[config.mk]
export PLATFORM = sky130hd
export DESIGN_NAME = msrv32_addr_gen_unit
export DESIGN_NICKNAME = d
export VERILOG_FILES = /design/src/rtl/msrv32_addr_gen_unit.sv
export SDC_FILE = /design/constraint.sdc
export NUM_CORES = 1
export LEC_CHECK = 0
export CAP_MARGIN = 20
export CELL_PAD_IN_SITES_DETAIL_PLACEMENT = 1
export CELL_PAD_IN_SITES_GLOBAL_PLACEMENT = 1
export CORE_MARGIN = 1
export CORE_UTILIZATION = 32
export CTS_BUF_LIST = sky130_fd_sc_hd__clkbuf_4 sky130_fd_sc_hd__clkbuf_8 sky130_fd_sc_hd__clkbuf_16
export DETAILED_ROUTE_END_ITERATION = 8
export GPL_TIMING_DRIVEN = 0
export PLACE_DENSITY_LB_ADDON = 0.1
export SLEW_MARGIN = 20
export SYNTH_ARGS = -nofsm -noshare
export SYNTH_HDL_FRONTEND = slang
export SYNTH_SLANG_ARGS = --single-unit
[constraint.sdc]
create_clock -name clk_in -period 3.3 [get_ports clk_in]
set_input_delay 0.495 -clock clk_in [delete_from_list [all_inputs] [get_ports clk_in]]
set_output_delay 0.495 -clock clk_in [all_outputs]
set_load 0.005 [all_outputs]
[src/rtl/msrv32_addr_gen_unit.sv]
// ---------------------------------------------------------------------------
// msrv32_addr_gen_unit
//
// Registered address generator for branch / jump / load-store targets.
// The target is base + immediate, where the base is either the PC or rs1.
// For JALR, bit 0 of the sum is cleared. The result is also checked for
// instruction misalignment. Each result is queued in a small DEPTH-entry
// FIFO with valid/ready handshakes on both sides and a flush.
//
// Ports
//   clk_in          clock, all state updates on the rising edge
//   rst_in          synchronous active-high reset
//   valid_in        request valid
//   ready_out       unit can accept a request this cycle
//   pc_in           program counter base                 [XLEN]
//   rs_1_in         register base                        [XLEN]
//   imm_in          sign-extended immediate              [XLEN]
//   iadder_src_in   1 = base rs_1_in, 0 = base pc_in
//   jalr_in         1 = clear bit 0 of the sum
//   valid_out       head-of-queue result valid
//   ready_in        consumer accepts the head this cycle
//   iadder_out      head result address                  [XLEN]
//   misaligned_out  head result not IALIGN-aligned
//   flush_in        discard all queued and incoming requests
//   count_out       entries currently queued             [$clog2(DEPTH)+1]
// ---------------------------------------------------------------------------
module msrv32_addr_gen_unit #(
  parameter int XLEN   = 32,
  parameter int IALIGN = 4,
  parameter int DEPTH  = 2
) (
  input  logic                       clk_in,
  input  logic                       rst_in,
  input  logic                       valid_in,
  output logic                       ready_out,
  input  logic [XLEN-1:0]            pc_in,
  input  logic [XLEN-1:0]            rs_1_in,
  input  logic [XLEN-1:0]            imm_in,
  input  logic                       iadder_src_in,
  input  logic                       jalr_in,
  output logic                       valid_out,
  input  logic                       ready_in,
  output logic [XLEN-1:0]            iadder_out,
  output logic                       misaligned_out,
  input  logic                       flush_in,
  output logic [$clog2(DEPTH):0]     count_out
);

  localparam int PW = $clog2(DEPTH);   // pointer width
  localparam int CW = PW + 1;          // count width, holds 0..DEPTH
  localparam int AB = $clog2(IALIGN);  // low address bits that must be zero

  typedef struct packed {
    logic [XLEN-1:0] addr;
    logic            misaligned;
  } entry_t;

  entry_t          mem_q [DEPTH];
  entry_t          mem_d [DEPTH];
  logic [PW-1:0]   wr_ptr_q, wr_ptr_d;
  logic [PW-1:0]   rd_ptr_q, rd_ptr_d;
  logic [CW-1:0]   count_q,  count_d;

  logic            push;
  logic            pop;
  logic [XLEN-1:0] base;
  logic [XLEN-1:0] sum;
  logic [XLEN-1:0] result;
  entry_t          new_entry;

  // -------------------------------------------------------------------------
  // Target computation. The carry out of the sum is dropped, so the address
  // wraps modulo 2^XLEN. The misalignment flag is taken after the JALR clear,
  // which means a JALR target is never flagged when IALIGN = 2.
  // -------------------------------------------------------------------------
  always_comb begin
    // NOTE: every signal assigned in always_comb gets a default value first.
    // This keeps synthesis from inferring a latch on any path that skips an
    // assignment.
    base   = iadder_src_in ? rs_1_in : pc_in;
    sum    = base + imm_in;
    result = sum;
    if (jalr_in) result[0] = 1'b0;
    new_entry.addr       = result;
    new_entry.misaligned = |result[AB-1:0];
  end

  // Full means refuse a push, even when a pop happens in the same cycle.
  assign ready_out = (count_q < CW'(DEPTH)) && !rst_in;
  assign valid_out = (count_q != '0);
  assign push      = valid_in  && ready_out && !flush_in;
  assign pop       = valid_out && ready_in  && !flush_in;

  // -------------------------------------------------------------------------
  // Queue next-state logic.
  // -------------------------------------------------------------------------
  always_comb begin
    mem_d    = mem_q;
    wr_ptr_d = wr_ptr_q;
    rd_ptr_d = rd_ptr_q;
    count_d  = count_q;

    if (flush_in) begin
      // Stored data is left in place. It is unreachable once count is zero.
      wr_ptr_d = '0;
      rd_ptr_d = '0;
      count_d  = '0;
    end else begin
      if (push) begin
        mem_d[wr_ptr_q] = new_entry;
        // DEPTH is a power of two, so the natural pointer overflow wraps
        // the pointer modulo DEPTH.
        wr_ptr_d = wr_ptr_q + PW'(1);
      end
      if (pop) rd_ptr_d = rd_ptr_q + PW'(1);
      unique case ({push, pop})
        2'b10:   count_d = count_q + CW'(1);
        2'b01:   count_d = count_q - CW'(1);
        default: count_d = count_q;
      endcase
    end
  end

  // -------------------------------------------------------------------------
  // State registers.
  // -------------------------------------------------------------------------
  always_ff @(posedge clk_in) begin
    // NOTE: sequential state is updated only with non-blocking assignments.
    // All registers then sample their _d values together at the edge,
    // independent of statement order.
    if (rst_in) begin
      wr_ptr_q <= '0;
      rd_ptr_q <= '0;
      count_q  <= '0;
      // NOTE: the storage array is reset as well. With every entry cleared,
      // iadder_out and misaligned_out read zero after reset, not stale data.
      // This costs a reset net on each storage bit.
      for (int i = 0; i < DEPTH; i++) mem_q[i] <= '0;
    end else begin
      wr_ptr_q <= wr_ptr_d;
      rd_ptr_q <= rd_ptr_d;
      count_q  <= count_d;
      for (int i = 0; i < DEPTH; i++) mem_q[i] <= mem_d[i];
    end
  end

  // Outputs come only from registered queue state, never straight from inputs.
  assign iadder_out     = mem_q[rd_ptr_q].addr;
  assign misaligned_out = mem_q[rd_ptr_q].misaligned;
  assign count_out      = count_q;

endmodule

# Yosys cells after proc, flatten, opt, wreduce, memory -nomap -nowiden
# Cells that the tools add are included.
# op_classes
bitwise,3
order_cmp,4
addsub,5
mux,9
n_reduce_logical,13
eq_ne,2
# ops
operator,n
$mux 33,4
$bwmux 66,1
$demux 33 s1,1
$add 32x32->32,1
$mux 32,1
$logic_and 1x1->1,6
$ge 2x2->1 const B,2
$not 1->2,2
$pmux 2 s2,1
$reduce_bool 2->1,2
$reduce_or 2->1,2
$add 1x1->1 const B,2
$add 2x1->2 const B,1
$eq 2x1->1 const B,1
$eq 2x2->1 const B,1
$logic_not 1->1,2
$lt 2x1->1 const B,1
$lt 2x2->1 const B,1
$reduce_and 2->1,1
$sub 2x1->2 const B,1
$mux 1,1
$not 1->1,1
# totals
reg_bits,70
input_bits,103
out_inout_bits,37

# Depth between registers and ports, before layout
# Gate-level depths: netlist of run 1.
# depth
depth_word,6
ltp_mapped,13
ltp_nobuf,11

# Least setup slack after synthesis of run 1
# Ideal clock, no wire load.
# synth_timing
path_kind,input to register
from,in iadder_src_in
to,reg mem_q[54] (netlist name)
n_path_buf,2
path_slack_ns,-0.187
path_stages,12
arrival_ns,3.354
required_ns,3.168
cell_sequence,clkbuf_1 > clkbuf_1 > mux2_2 > fa_1 > a21oi_2 > o32ai_4 > a22o_4 > o2111ai_4 > a211oi_4 > or3_2 > nand3_1 > a21oi_1
# synth_via
elab_chain_cells,3
# synth_rtl
element,line_no,source
from (decl),39,"input logic iadder_src_in,"
$mux 32,80,base = iadder_src_in ? rs_1_in : pc_in;
$add 32x32->32,81,sum = base + imm_in;
$bwmux 66,110,mem_d[wr_ptr_q] = new_entry;
# No other way between the ends.
# A chain may end at the register's enable or synchronous reset.

# Worst setup path after layout of run 1
# layout_timing
from,in rs_1_in[0]
to,reg mem_q[54] (netlist name)
# layout_via
elab_chain_cells,3
# layout_rtl
element,line_no,source
from (decl),37,"input logic [XLEN-1:0] rs_1_in,"
$mux 32,80,
$add 32x32->32,81,
$bwmux 66,110,
# No other way between the ends.

==> key figures, run 1 <==
Outcome
  • Outcome: completed

Synth
  • Mean Syn Cell Area: 8.20 sq um
  • Count leader, synth: nand2_1
  • Syn Inst Count: 622
  • Yosys warning total: 0
  • Ys async rst share: 0%
  • Top post-synthesis cells by count: nand2_1 (113), a21oi_1 (76), dfxtp_1 (70)
  • Top cell type's share of synthesized area: 27.5%
  • Cell taking the most area after synthesis: dfxtp_1
  • Mapped Nets: 758
  • Top cells by area, synth: dfxtp_1 (27%), mux2_2 (14%), nand2_1 (8.3%)
  • Register area share after synthesis: 27.5%
  • Mapped cell area: 5100 sq um
  • Register bit total from synthesis: 70
  • Yosys cell types: 65
  • Post-synth EDFFs: 0
  • Ys flop type: dfxtp_1

CTS
  • H-Tree Depth: 3
  • Clk_lat worst skew: 0.34 ns
  • CTS tree: built
  • CTS root buf: clkbuf_16
  • Reg clk slew, reported paths: 0.05 ns
  • TritonCTS buffer count: 9
  • CTS Hold Bufs: 0
  • Clk sinks: 70
  • Clock Tree Buf Depth: 2

Setup path
  • CP bufs+invs: 1
  • Crit-path cells: clkdlybuf4s50_1 -> mux2_2 -> ha_1 -> fa_2 -> a21oi_4 -> o32ai_4 -> a22o_4 -> o2111ai_4 -> a211oi_4 -> or3_2 -> nand3_1 -> a21oi_1
  • CP Class: primary input to register
  • Worst Path Arrival: 3.36 ns
  • CP max FO: 4
  • Critical-path top delay cell: or3_2
  • Nature of the critical path startpoint: primary input
  • Worst path top cell family by delay: compound AO/OA/AOI/OAI gates
  • Critical Path Max Stage Delay: 0.48 ns
  • Req. time, crit path: 3.50 ns
  • Setup crit end kind: register

Cells and area
  • Inserted Diodes: 0
  • Nets: 911
  • Fillers: 1,816
  • Layout cells sized above 1: 17.1%
  • Final core occ: 46.8%
  • Final Cell Area: 7200 sq um
  • Area grow syn2layout: 41.1%

Power and ir drop
  • Power density over cell area: 387 nW/um^2
  • Max VDD drop: 234 uV
  • Leakage: 2.61 nW
  • Reg power frac: 31.9%
  • Switch share: 30.1%
  • Switch Pwr: 838 uW
  • Logic pwr share: 32.6%
  • Internal Power: 1.94 mW
  • Clock Power Share: 35.4%

Place
  • Placed wire-length estimate: 13,300 um
  • IO Port Bufs: 138
  • Routability cong.: 0.831
  • Placement Cell Area: 6750 sq um

Timing
  • Fmax: 317 MHz
  • Clock Skew: 0.00472 ns
  • Hold Vio Cnt, Final: 0
  • Max transition margin: 52.8%
  • Final Cycle Share: 95.7%
  • Final setup viols: 0
  • Slew Viols, Final: 0
  • Tmin final: 3.16 ns
  • Worst-Margin Slew: 0.698 ns
  • RSZ-0062 raised after global routing: false

Drt
  • Initial DRC count: 197
  • Final wirelength: 16,800 um
  • Vias: 5,138
  • Avg WL per Cell: 17.0 um
  • DRC viols: 0
  • 1st-pass router iterations: 4
  • Post-route ant nets: 0
  • Vias per cell: 5.20

Hold path
  • Worst Hold Class: register to register

Global routing
  • Largest net degree at the start of global routing: 11
  • GRT Total Usage: 21.1%
  • Initial antenna violation count: 0
  • Vias in the first global route: 5,393
  • First-pass GRT wire length: 27,100 um
  • Remaining Overflow, GRT: 0

Floorplan
  • Core area: 15,400 sq um
  • Boundary Pins: 140
  • Die X: 128 um
  • Starting Density: 33.2%
  • Die area: 16,400 sq um
  • Die height: 128 um
  • Row Count: 45

Run
  • Max-cap violation count: 0
## final cells by class
class | instances | area [sq um] | area share (%)
multi-input cells | 504 | 3540 | 49.2
inverters | 11 | 41.3 | 0.574
clock buffers | 13 | 268 | 3.72
clock inverters | 1 | 30.0 | 0.417
well taps | 211 | 264 | 3.67
flip-flops and latches | 70 | 1400 | 19.5
plain buffers | 37 | 240 | 3.34
repair buffers | 142 | 1410 | 19.6
## cell usage in the layout, fill, tap and decap left out, drive strengths merged, types with 3 or more instances in the layout
| master | netlist | final |
|---|---|---|
| nand3 | 11 | 11 |
| inv | 11 | 11 |
| or3 | 6 | 6 |
| o2111ai | 5 | 5 |
| buf | 12 | 16 |
| a211oi | 13 | 13 |
| nor3 | 10 | 10 |
| nand2 | 114 | 114 |
| clkbuf | 25 | 38 |
| o32ai | 3 | 3 |
| nand4 | 7 | 7 |
| mux2 | 62 | 62 |
| nand3b | 15 | 15 |
| dfxtp | 70 | 70 |
| o21bai | 7 | 7 |
| a21o | 10 | 10 |
| o21a | 3 | 3 |
| nor3b | 3 | 3 |
| ha | 32 | 32 |
| xnor2 | 16 | 16 |
| nand2b | 3 | 3 |
| nor2 | 31 | 31 |
| o21ai | 32 | 32 |
| clkdlybuf4s50 | 0 | 138 |
| xor2 | 7 | 7 |
| a21oi | 78 | 78 |
| o211ai | 7 | 7 |
## worst min-delay path: stages (launching register included)
cell	delay, ns
dfxtp_1	0.31
nand2_1	0.05
a21oi_1	0.05
## per-stage QoR
stage               hold WS (ns)  power (mW)  TNS [ns]  setup slack, ns  std cells
floorplan                  0.433        1.42   -0.0908          -0.0241        622
global placement           0.439        1.75    -26.47            -1.00        971
detailed placement         0.445        1.77    -27.73            -1.05        971
CTS                        0.455        2.77         0           0.0187        987
global route               0.469        2.92         0          0.00711        989
finish                     0.455        2.78         0            0.142        989
## path summary, 6_finish.rpt
kind / start / end / slack, ns / cells past startpoint
min: mem_q[22] / mem_q[22] / 0.46 / 2
max reg2reg: count_out[1] / mem_q[12] / 0.99 / 6
max: rs_1_in[0] / mem_q[54] / 0.14 / 12
min reg2reg: mem_q[22] / mem_q[22] / 0.46 / 2
## cells by family after synthesis
| kind of cell | Yosys count | synth area share, % |
|---|---|---|
| adder cells (fa/ha/maj) | 33 | 8.24 |
| AO/OA/AOI/OAI | 175 | 22.3 |
| buffers and inverters | 48 | 5.10 |
| AND/OR/NAND/NOR | 210 | 19.1 |
| multiplexers | 63 | 13.9 |
| flip-flops | 70 | 27.5 |
| XOR/XNOR | 23 | 3.95 |
## registers in the layout, indices dropped and copies added, names as in the netlist
name and cells:
rd_ptr_q 1, mem_q 66, wr_ptr_q 1, count_out 2
## routing by layer
layer,GRT usage [%],routed length (um)
met1,27.9,7940
met5,0,0
met4,5.61,247
met2,36.0,8040
met3,2.46,610
## power groups by stage
stage          sequential (mW)  clock [mW]  combinational (mW)
3_5_place_dp             0.906           0               0.859
2_1_floorplan            0.902           0               0.518
6_report                 0.889       0.985               0.908
3_3_place_gp             0.904           0               0.846
4_1_cts                  0.889       0.997               0.884
5_1_grt                  0.892        1.03               0.993
## timing repair
item | 4_1_cts | 5_1_grt
buffers inserted | 2 | 2
hold endpoints to repair | 0 | 0
pin swaps | 2 | 5
resized for setup | 14 | 21
endpoints found under the setup margin | 40 | 21
Power figures use the tool's default switching activity.
==> run 2: changes to the inputs <==
--- a/config.mk
+++ b/config.mk
@@ -13,8 +13,9 @@
 export CTS_BUF_LIST = sky130_fd_sc_hd__clkbuf_4 sky130_fd_sc_hd__clkbuf_8 sky130_fd_sc_hd__clkbuf_16
 export DETAILED_ROUTE_END_ITERATION = 8
 export GPL_TIMING_DRIVEN = 0
-export PLACE_DENSITY_LB_ADDON = 0.1
+export PLACE_DENSITY = 0.79
 export SLEW_MARGIN = 20
 export SYNTH_ARGS = -nofsm -noshare
 export SYNTH_HDL_FRONTEND = slang
 export SYNTH_SLANG_ARGS = --single-unit
+export TNS_END_PERCENT = 30
==> key figures, run 2 (synthesized netlist as in run 1, its figures left out) <==
Timing
  • Hold Vio Cnt, Final: 0
  • Final setup viols: 0
  • TNS Setup: 0 ns
  • Final Cycle Share: 95.9%
  • Slew Viols, Final: 0
  • Setup ws final: 0.135 ns
  • Worst-Margin Slew: 0.760 ns
  • Max transition margin: 48.6%
  • Tmin final: 3.16 ns
  • Final hold slack: 0.457 ns
  • RSZ-0062 raised after global routing: false
  • Clock Skew: 0.00436 ns
  • Fmax: 316 MHz

Power and ir drop
  • Power density over cell area: 380 nW/um^2
  • Max VDD drop: 276 uV
  • Leakage: 2.62 nW

Cells and area
  • Top reg by flops: mem_q
  • Commonest cells after routing, fill and taps aside: clkdlybuf4s50_1 (138), nand2_1 (113), a21oi_1 (74)
  • Most common cell after layout, fill and taps aside: clkdlybuf4s50_1
  • Layout cells sized above 1: 17.6%
  • Area grow syn2layout: 41.6%
  • Nets: 914
  • Inserted Diodes: 0
  • Finished Layout Cells: 994
  • Max reg flops: 66
  • Fillers: 1,814

Drt
  • 1st-pass router iterations: 4
  • Vias: 5,293
  • Initial DRC count: 172
  • Final wirelength: 17,400 um
  • Avg WL per Cell: 17.5 um
  • DRC viols: 0
  • Vias per cell: 5.32
  • Post-route ant nets: 0

Global routing
  • Largest net degree at the start of global routing: 12
  • Initial antenna violation count: 0
  • Remaining Overflow, GRT: 0
  • Vias in the first global route: 5,580
  • First-pass GRT wire length: 27,300 um
  • GRT Total Usage: 21.2%

CTS
  • CTS tree: built
  • Clk_lat worst skew: 0.33 ns
  • Reg clk slew, reported paths: 0.06 ns
  • Clk sinks: 70
  • H-Tree Depth: 3
  • CTS Hold Bufs: 0
  • CTS root buf: clkbuf_16
  • Clock Tree Buf Depth: 2
  • TritonCTS buffer count: 9

Setup path
  • Worst Path Arrival: 3.42 ns
  • Req. time, crit path: 3.55 ns
  • CP max FO: 5
  • CP Class: primary input to register
  • Setup crit end kind: register
  • Nature of the critical path startpoint: primary input

Hold path
  • Worst Hold Class: register to register

Place
  • IO Port Bufs: 138
  • Dpl cells: 971
  • Pre-CTS WS: -1.16 ns
  • Placed wire-length estimate: 13,800 um
  • Routability cong.: 0.822

Floorplan
  • Row Count: 45
  • Die area: 16,400 sq um
  • Starting Density: 33.2%
  • Die height: 128 um
  • Core area: 15,400 sq um
  • Boundary Pins: 140
  • Die X: 128 um

Run
  • Max-cap violation count: 0

Outcome
  • Outcome: completed
## run 2: cell count changes in the layout (fill, tap and decap cells not counted), sizes merged
cell / delta
clkinvlp: +1
clkinv: +2
clkbuf: -3
buf: +6
bufinv: -1
## run 2: path summary, 6_finish.rpt
| path | start | endpoint | cells after the start | slack [ns] |
|---|---|---|---|---|
| setup reg to reg | count_out[1] | mem_q[1] | 6 | 0.99 |
| setup / recovery | rs_1_in[2] | mem_q[65] | 12 | 0.14 |
| hold reg to reg | mem_q[1] | mem_q[1] | 2 | 0.46 |
| hold / removal | mem_q[1] | mem_q[1] | 2 | 0.46 |
## run 2: worst max-delay path, stage by stage
cell and delay (ns):
clkdlybuf4s50_1 0.40, mux2_2 0.27, ha_2 0.39, o21ai_0 0.16
o21ai_2 0.29, a211oi_2 0.10, buf_4 0.17, nor3_4 0.23
o2111ai_1 0.17, and3_4 0.24, o31a_1 0.31, o211ai_1 0.18
## run 2: metrics by stage
stage | util (%) | power [mW] | instance area, sq um
after CTS | 46.5 | 2.72 | 7140
after floorplan | - | 1.42 | 5100
after global placement | 43.9 | 1.73 | 6750
after global routing | 47.0 | 2.86 | 7220
final | 47.0 | 2.74 | 7220
after detailed placement | 43.9 | 1.76 | 6750
## run 2: timing repair
item | 4_1_cts | 5_1_grt
pin swaps | 3 | 3
endpoints found under the setup margin | 43 | 19
resized for setup | 21 | 16
buffers inserted | 5 | 2
## run 2: layout make-up
class	instances	area [sq um]	area share, %
clock buffer	13	274	3.79
tap	211	264	3.65
clock inverter	3	17.5	0.243
inverter	11	41.3	0.572
sequential	70	1400	19.4
multi-input combinational	504	3540	49.1
buffer	37	246	3.41
timing repair buffer	145	1430	19.9
## run 2: metal layers
| layer | wire, um | vias to the layer above | GRT usage [%] |
|---|---|---|---|
| met5 | 0 | - | 0 |
| met2 | 8830 | 147 | 39.0 |
| met4 | 420 | 0 | 7.54 |
| met3 | 724 | 29 | 3.09 |
| met1 | 7410 | 2563 | 24.6 |
| li1 | - | 2554 | - |
## run 2: report_power, final
part / internal, mW / switching, mW
Combinational: 0.440 / 0.468
Clock: 0.576 / 0.369
Sequential: 0.874 / 0.0140
Total: 1.89 / 0.851
